==> config.mk <==
export PLATFORM = sky130hd
export DESIGN_NAME = sw_debounce_serializer
export DESIGN_NICKNAME = d
export VERILOG_FILES = /design/src/rtl/sw_debounce_serializer.sv
export SDC_FILE = /design/constraint.sdc
export NUM_CORES = 1
export LEC_CHECK = 0
export CAP_MARGIN = 5
export CORE_MARGIN = 4
export CORE_UTILIZATION = 35
export DETAILED_ROUTE_END_ITERATION = 10
export HOLD_SLACK_MARGIN = 0.05
export SETUP_SLACK_MARGIN = 0.05
export SYNTH_ARGS = -nofsm -noshare
export SYNTH_HDL_FRONTEND = slang
export SYNTH_SLANG_ARGS = --single-unit
==> constraint.sdc <==
create_clock -name clk -period 3.35 [get_ports clk]
set_input_delay 0.335 -clock clk [delete_from_list [all_inputs] [get_ports clk]]
set_output_delay 0.335 -clock clk [all_outputs]
set_load 0.02 [all_outputs]
==> src/rtl/sw_debounce_serializer.sv <==
// Switch front end for the SPI master data_in pin: it synchronises and debounces the switches, then shifts the captured byte out MSB-first.
// Define SW_SER_PARITY_EN to append an odd-parity bit after the payload.
module sw_debounce_serializer #(
  parameter int DATA_W       = 8,
  parameter int DB_CYCLES    = 1000000,
  parameter int CLKS_PER_BIT = 4
) (
  input  logic              clk,
  input  logic              reset,
  input  logic [DATA_W-1:0] sw_data,
  input  logic              sw_go,
  output logic              ser_out,
  output logic              ser_valid,
  output logic              bit_tick,
  output logic              busy,
  output logic              done,
  output logic [7:0]        frame_cnt
);

  localparam int VW    = DATA_W + 1;
  localparam int DB_W  = $clog2(DB_CYCLES);
  localparam int DIV_W = (CLKS_PER_BIT > 1) ? $clog2(CLKS_PER_BIT) : 1;
  localparam int BIT_W = $clog2(DATA_W);

  typedef enum logic [2:0] {
    S_IDLE,
    S_LOAD,
    S_SHIFT,
`ifdef SW_SER_PARITY_EN
    S_PAR,
`endif
    S_DONE
  } state_t;

  state_t            state_q, state_d;
  logic [VW-1:0]     sync1_q, sync1_d;
  logic [VW-1:0]     sync2_q, sync2_d;
  logic [VW-1:0]     stable_q, stable_d;
  logic              stable_go_q, stable_go_d;
  logic [DB_W-1:0]   db_cnt_q, db_cnt_d;
  logic [DATA_W-1:0] shreg_q, shreg_d;
  logic [DIV_W-1:0]  div_q, div_d;
  logic [BIT_W-1:0]  bit_q, bit_d;
  logic [7:0]        frame_cnt_q, frame_cnt_d;
`ifdef SW_SER_PARITY_EN
  logic              par_q, par_d;
`endif

  logic go_rise;
  logic tick;

  always_ff @(posedge clk) begin
    if (reset) begin
      state_q     <= S_IDLE;
      sync1_q     <= '0;
      sync2_q     <= '0;
      stable_q    <= '0;
      stable_go_q <= 1'b0;
      db_cnt_q    <= '0;
      shreg_q     <= '0;
      div_q       <= '0;
      bit_q       <= '0;
      frame_cnt_q <= '0;
`ifdef SW_SER_PARITY_EN
      par_q       <= 1'b0;
`endif
    end else begin
      state_q     <= state_d;
      sync1_q     <= sync1_d;
      sync2_q     <= sync2_d;
      stable_q    <= stable_d;
      stable_go_q <= stable_go_d;
      db_cnt_q    <= db_cnt_d;
      shreg_q     <= shreg_d;
      div_q       <= div_d;
      bit_q       <= bit_d;
      frame_cnt_q <= frame_cnt_d;
`ifdef SW_SER_PARITY_EN
      par_q       <= par_d;
`endif
    end
  end

  always_comb begin
    state_d     = state_q;
    sync1_d     = {sw_go, sw_data};
    sync2_d     = sync1_q;
    stable_d    = stable_q;
    stable_go_d = stable_q[DATA_W];
    db_cnt_d    = db_cnt_q;
    shreg_d     = shreg_q;
    div_d       = div_q;
    bit_d       = bit_q;
    frame_cnt_d = frame_cnt_q;
`ifdef SW_SER_PARITY_EN
    par_d       = par_q;
`endif
    ser_out     = 1'b0;
    ser_valid   = 1'b0;
    bit_tick    = 1'b0;
    done        = 1'b0;
    busy        = (state_q != S_IDLE);

    // The shared counter only advances while the synced vector disagrees with the debounced one.
    if (sync2_q == stable_q) begin
      db_cnt_d = '0;
    end else if (db_cnt_q == DB_W'(DB_CYCLES - 1)) begin
      stable_d = sync2_q;
      db_cnt_d = '0;
    end else begin
      db_cnt_d = db_cnt_q + DB_W'(1);
    end

    go_rise = stable_q[DATA_W] & ~stable_go_q;
    tick    = (div_q == DIV_W'(CLKS_PER_BIT - 1));

    case (state_q)
      S_IDLE: begin
        if (go_rise) begin
          shreg_d = stable_q[DATA_W-1:0];
`ifdef SW_SER_PARITY_EN
          par_d   = ~^stable_q[DATA_W-1:0];
`endif
          state_d = S_LOAD;
        end
      end
      S_LOAD: begin
        div_d   = '0;
        bit_d   = '0;
        state_d = S_SHIFT;
      end
      S_SHIFT: begin
        ser_out   = shreg_q[DATA_W-1];
        ser_valid = 1'b1;
        bit_tick  = tick;
        if (tick) begin
          shreg_d = {shreg_q[DATA_W-2:0], 1'b0};
          div_d   = '0;
          bit_d   = bit_q + BIT_W'(1);
          if (bit_q == BIT_W'(DATA_W - 1)) begin
`ifdef SW_SER_PARITY_EN
            state_d = S_PAR;
`else
            state_d = S_DONE;
`endif
          end
        end else begin
          div_d = div_q + DIV_W'(1);
        end
      end
`ifdef SW_SER_PARITY_EN
      S_PAR: begin
        ser_out   = par_q;
        ser_valid = 1'b1;
        bit_tick  = tick;
        if (tick) begin
          div_d   = '0;
          state_d = S_DONE;
        end else begin
          div_d = div_q + DIV_W'(1);
        end
      end
`endif
      S_DONE: begin
        done        = 1'b1;
        frame_cnt_d = frame_cnt_q + 8'd1;
        state_d     = S_IDLE;
      end
      default: state_d = S_IDLE;
    endcase
  end

  assign frame_cnt = frame_cnt_q;

endmodule
Yosys cells after proc, flatten, opt, wreduce, memory -nomap -nowiden
Cells that the tools add are included.

Add/sub/neg operators: 4. Equal/unequal tests: 10. Multiplexer cells: 15. Bitwise logic cells: 3. Reductions and logical operators: 9.

Operators by type and width (number): 20-bit by 1-bit adder with 20-bit output (second input constant) (1); 20-bit == test (second input constant) (1); 8-bit 2-to-1 mux (2); 8-bit one-hot mux with 2 select lines (1); 3-bit 2-to-1 mux (4); 9-bit == test (1); 3-bit one-hot mux with 3 select lines (1); 8-bit by 1-bit adder with 8-bit output (second input constant) (1); 3-bit by 2-bit == test with 1-bit output (second input constant) (2); 2-bit != test (second input constant) (3); 3-bit one-hot mux with 2 select lines (1); 3-bit AND reduction (2); 1-bit 2-to-1 mux (4); 2-bit one-hot mux with 2 select lines (1); 2-bit AND reduction (2); 2-bit nonzero test (2); 3-bit by 1-bit adder with 3-bit output (second input constant) (1); 3-bit by 1-bit == test with 1-bit output (second input constant) (1); 3-bit == test (second input constant) (1); 3-bit zero test (1); 3-bit nonzero test (1); 3-bit OR reduction (1); 2-bit by 1-bit adder with 2-bit output (second input constant) (1); 2-bit == test (second input constant) (1); other kinds (3) (4).

Flip-flop bits (word level): 72. Input port bits: 11. Output and inout bits: 13. Word-level logic and storage cells: 51.

Logic depth before layout (Yosys ltp)
Word-level depth: 4. Depth in mapped cells: 8. Gate-level depth less buffers: 7.

Least setup slack after synthesis
Ideal clock, no wire load.

Kind: register to register. Start: reg db_cnt_q[0]. End: reg stable_q[8]. Library setup time: 121 ps. Arrival time: 1732 ps. Required time: 3229 ps. Setup slack: 1496 ps. Cell stages (with the launch flop): 8. Buffers on the path: 1. Period minus slack after synthesis: 1854 ps. Path through: dfxtp_1 > ha_1 > and2_4 > nand4_4 > nor4_4 > and2b_1 > buf_6 > mux2_4.

Cells in the longest elaborated chain, start to end: 2.

Ends and longest elaborated chain: start, declared (RTL line 40) `logic [DB_W-1:0] db_cnt_q, db_cnt_d;`; start signal, assigned (RTL line 73) `db_cnt_q <= db_cnt_d;`; 20-bit == test (RTL line 107) `end else if (db_cnt_q == DB_W'(DB_CYCLES - 1)) begin`; 2-bit AND reduction (no line); end signal, assigned (RTL line 71) `stable_q <= stable_d;`; end, declared (RTL line 38) `logic [VW-1:0] stable_q, stable_d;`.

No other way between the ends. A chain may end at the register's enable or synchronous reset.

Final worst setup path
Start: reg state_q[0]. End: out bit_tick.

Cells in the longest elaborated chain, start to end: 2.

Ends and longest elaborated chain: start, declared (RTL line 35) `state_t state_q, state_d;`; start signal, assigned (RTL line 68) `state_q <= state_d;`; 3-bit by 2-bit == test with 1-bit output (RTL line 117) `case (state_q)`; 1-bit 2-to-1 mux (RTL line 117); end, declared (RTL line 14) `output logic bit_tick,`.

No other way between the ends.

==> flow_summary.toml <==
[clocking]
clockBufferDepth = 2
cts_buffers = 9
clockRootBuffer = "clkbuf_8"
htree_levels = 3
clkTransAtPathRegs_ns = 0.08
worstSkewPairLatency_ns = 0.34
postCtsSetupRepairBufs = 0
cts.sinks = 71
cts_tree = "yes"
post_cts_resized = 0
ctsHoldBuffers = 0

[global_routing]
grt_pass1_vias = 1897
grt_max_degree = 60
antenna_found_initial = 0
grt_pass1_wl_mm = 8.51
track_usage_pct = 10.7
grt-ovfl-total = 0

[sta]
rsz0062_at_grt = "false"
min_period_ns = 2.60
timing.final.crit_share_pct = 77.6
tightestPinTransition_ns = 0.979
clock_skew_ns = 0.00994
drv_slew = 0
relSlewSlack_pct = 34.5
finalSetupViolCount = 0
clock.fmax_mhz = 385
final_hold_viol_count = 0
finalSetupTns_ns = 0

[floorplan]
ioPinCount = 24
dieArea_um2 = 10100
start_util_pct = 36.2
die_y_um = 100
core_area_um2 = 8260
std_cell_rows = 33
fp.dieW_um = 100

[synthesis]
async_flop_share_pct = 0
muxShareOfSynthArea_pct = 6.19
yosysSeqAreaShare_pct = 47.5
synth.most_common_cell = "dfxtp_1"
synth_edf_count = 0
yosys.area.top_type = "dfxtp_1"
syn_avg_cell_area_um2 = 9.55
synth-simple-area-share_pct = 25.1
synth_top_family_by_area = "simple AND/OR/NAND/NOR gates"
synth_fa_ha_area_share_pct = 3.77
synth.distinct_cells = 41
synthTopCellsByArea = "dfxtp_1, xnor2_1, mux2i_1"
synth.cell_area_um2 = 2990
synthXorXnorAreaFrac_pct = 9.37
synth_nets = 333
syn-instance-count = 313
yosysTopAreaCellShare_pct = 47.5
ys_warn_count = 0
yosys_register_bits = 71
synth_compound_gate_area_share_pct = 4.60
synth_ff_type = "dfxtp_1"
synth_common_cells = "dfxtp_1, nor2_1, xnor2_1, nor2b_1, mux2i_1"

[setup_path]
worst_path_max_delay_cell = "clkdlybuf4s50_1"
worstPathArrival_ns = 2.26
path_max_fanout = 16
end_kind = "output pin"
cp.depth = 4
cp.required_ns = 3.01
critical_path_class = "flop to output pin"
critPathLaunchType = "flop"
timing.critical_path.buf_inv = 2
path_cells = "inv_1 > ha_1 > and2_1 > clkdlybuf4s50_1"
r2r_cells = 7
regToRegSetupSlack_ns = 0.90
crit_family = "buffers and inverters"
max_stage_delay_ns = 0.62

[pwr]
ir_drop_v = 0.000271
clock_power_share_pct = 39.6
swShare_pct = 25.5
p_leak_nw = 1.22
p_sw_mw = 0.484
power_density_nw_per_um2 = 541
p_int_mw = 1.42
combPwrFrac_pct = 11.4
sequentialPowerShare_pct = 49.0

[place]
io_buffers = 23
place_hpwl_mm = 3.27
gp_congestion = 0.695
place_area_um2 = 3290

[detailed_routing]
ant_nets = 0
vias_per_cell = 4.44
drt_iter0_drc = 79
num_vias = 1976
wirelength_mm = 4.87
routedWlPerCell_um = 10.9
first_pass_iters = 4
drc = 0

[min_path]
whs_path_depth = 1
min_path_type = "flop to flop"

[flow_run]
drv_cap = 0

[final_layout]
nNetsFinal = 355
fin_area_um2 = 3510
final_layout_size_suffix_gt1_share_pct = 7.65
final_util_pct = 42.5
antennaDiodeCount = 0
syn_to_final_growth_pct = 17.3

[status]
status = "finished, final reports clean"
[flip-flops by register name, indices dropped and copies added (netlist names)]
name and count:
state_q 2, db_cnt_q 20, stable_q 9, bit_q 3
frame_cnt 8, div_q 2, sync1_q 9, stable_go_q 1
sync2_q 9, shreg_q 8
[cell usage in the layout, fill, tap and decap left out, types with 2 or more instances in the layout]
cell / Yosys / layout
dfxtp_1: 71 / 71
nor2_1: 42 / 42
xnor2_1: 24 / 24
clkdlybuf4s50_1: 0 / 22
nor2b_1: 19 / 19
mux2i_1: 17 / 17
nand2_1: 15 / 15
nand2b_1: 15 / 15
inv_1: 11 / 11
nand3_1: 10 / 10
a21oi_1: 10 / 10
ha_1: 9 / 9
clkbuf_8: 0 / 9
xor2_1: 8 / 8
a211oi_1: 7 / 7
nor3_1: 5 / 5
nand4_1: 4 / 4
nor4_1: 4 / 4
o21ai_0: 4 / 4
and3_1: 3 / 3
and2_1: 2 / 2
nor4b_1: 2 / 2
and2b_1: 2 / 2
nor2_2: 2 / 2
or3_1: 2 / 2
clkinv_4: 0 / 2
bufinv_16: 0 / 2
[final cells by class]
cell class	count	area, µm²
Fill cell	823	4750
Multi-Input combinational cell	219	1470
Sequential cell	71	1420
Timing Repair Buffer	23	225
Tap cell	105	131
Clock buffer	10	128
Clock inverter	6	93.8
Inverter	11	41.3
[logic make-up after synthesis]
family / count (synthesis)
muxes: 18
xor gates and xnor gates: 32
adders and majority gates: 9
and+or+nand+nor: 137
AOI/OAI and AO/OA: 23
DFF: 71
buffers and inverters: 23
[worst paths after layout]
check                             to               startpoint
max                         bit_tick  state_q[0]$_SDFFE_PP0P_
min            sync2_q[4]$_SDFF_PP0_    sync1_q[4]$_SDFF_PP0_
max reg2reg  shreg_q[1]$_SDFFE_PP0P_  state_q[0]$_SDFFE_PP0P_
min reg2reg    sync2_q[4]$_SDFF_PP0_    sync1_q[4]$_SDFF_PP0_
[metrics by stage]
| step | power [mW] | setup WS [ns] | instances | hold slack [ns] |
|---|---|---|---|---|
| final | 1.90 | 0.751 | 445 | 0.438 |
| after global routing | 2.00 | 0.584 | 445 | 0.451 |
| after CTS | 1.93 | 0.711 | 445 | 0.439 |
| after detailed placement | 1.17 | 0.936 | 429 | 0.420 |
| after global placement | 1.16 | 1.07 | 429 | 0.417 |
| after floorplan | 1.11 | 1.50 | 313 | 0.414 |
[metal layers]
metal	up-vias	part of all wire, %	GRT usage, %
met5	-	0	0
met4	0	1.8	5.91
met3	6	3.7	3.34
met2	22	42	15.5
met1	864	53	14.0
li1	1084	-	-
[power by group through the flow]
stage | sequential (mW) | combinational [mW] | clock [mW]
6_report | 0.930 | 0.216 | 0.753
5_1_grt | 0.938 | 0.248 | 0.813
4_1_cts | 0.930 | 0.220 | 0.776
3_5_place_dp | 0.950 | 0.218 | 0
3_3_place_gp | 0.948 | 0.214 | 0
2_1_floorplan | 0.942 | 0.170 | 0
No activity file was read; power rests on OpenSTA's default activity.
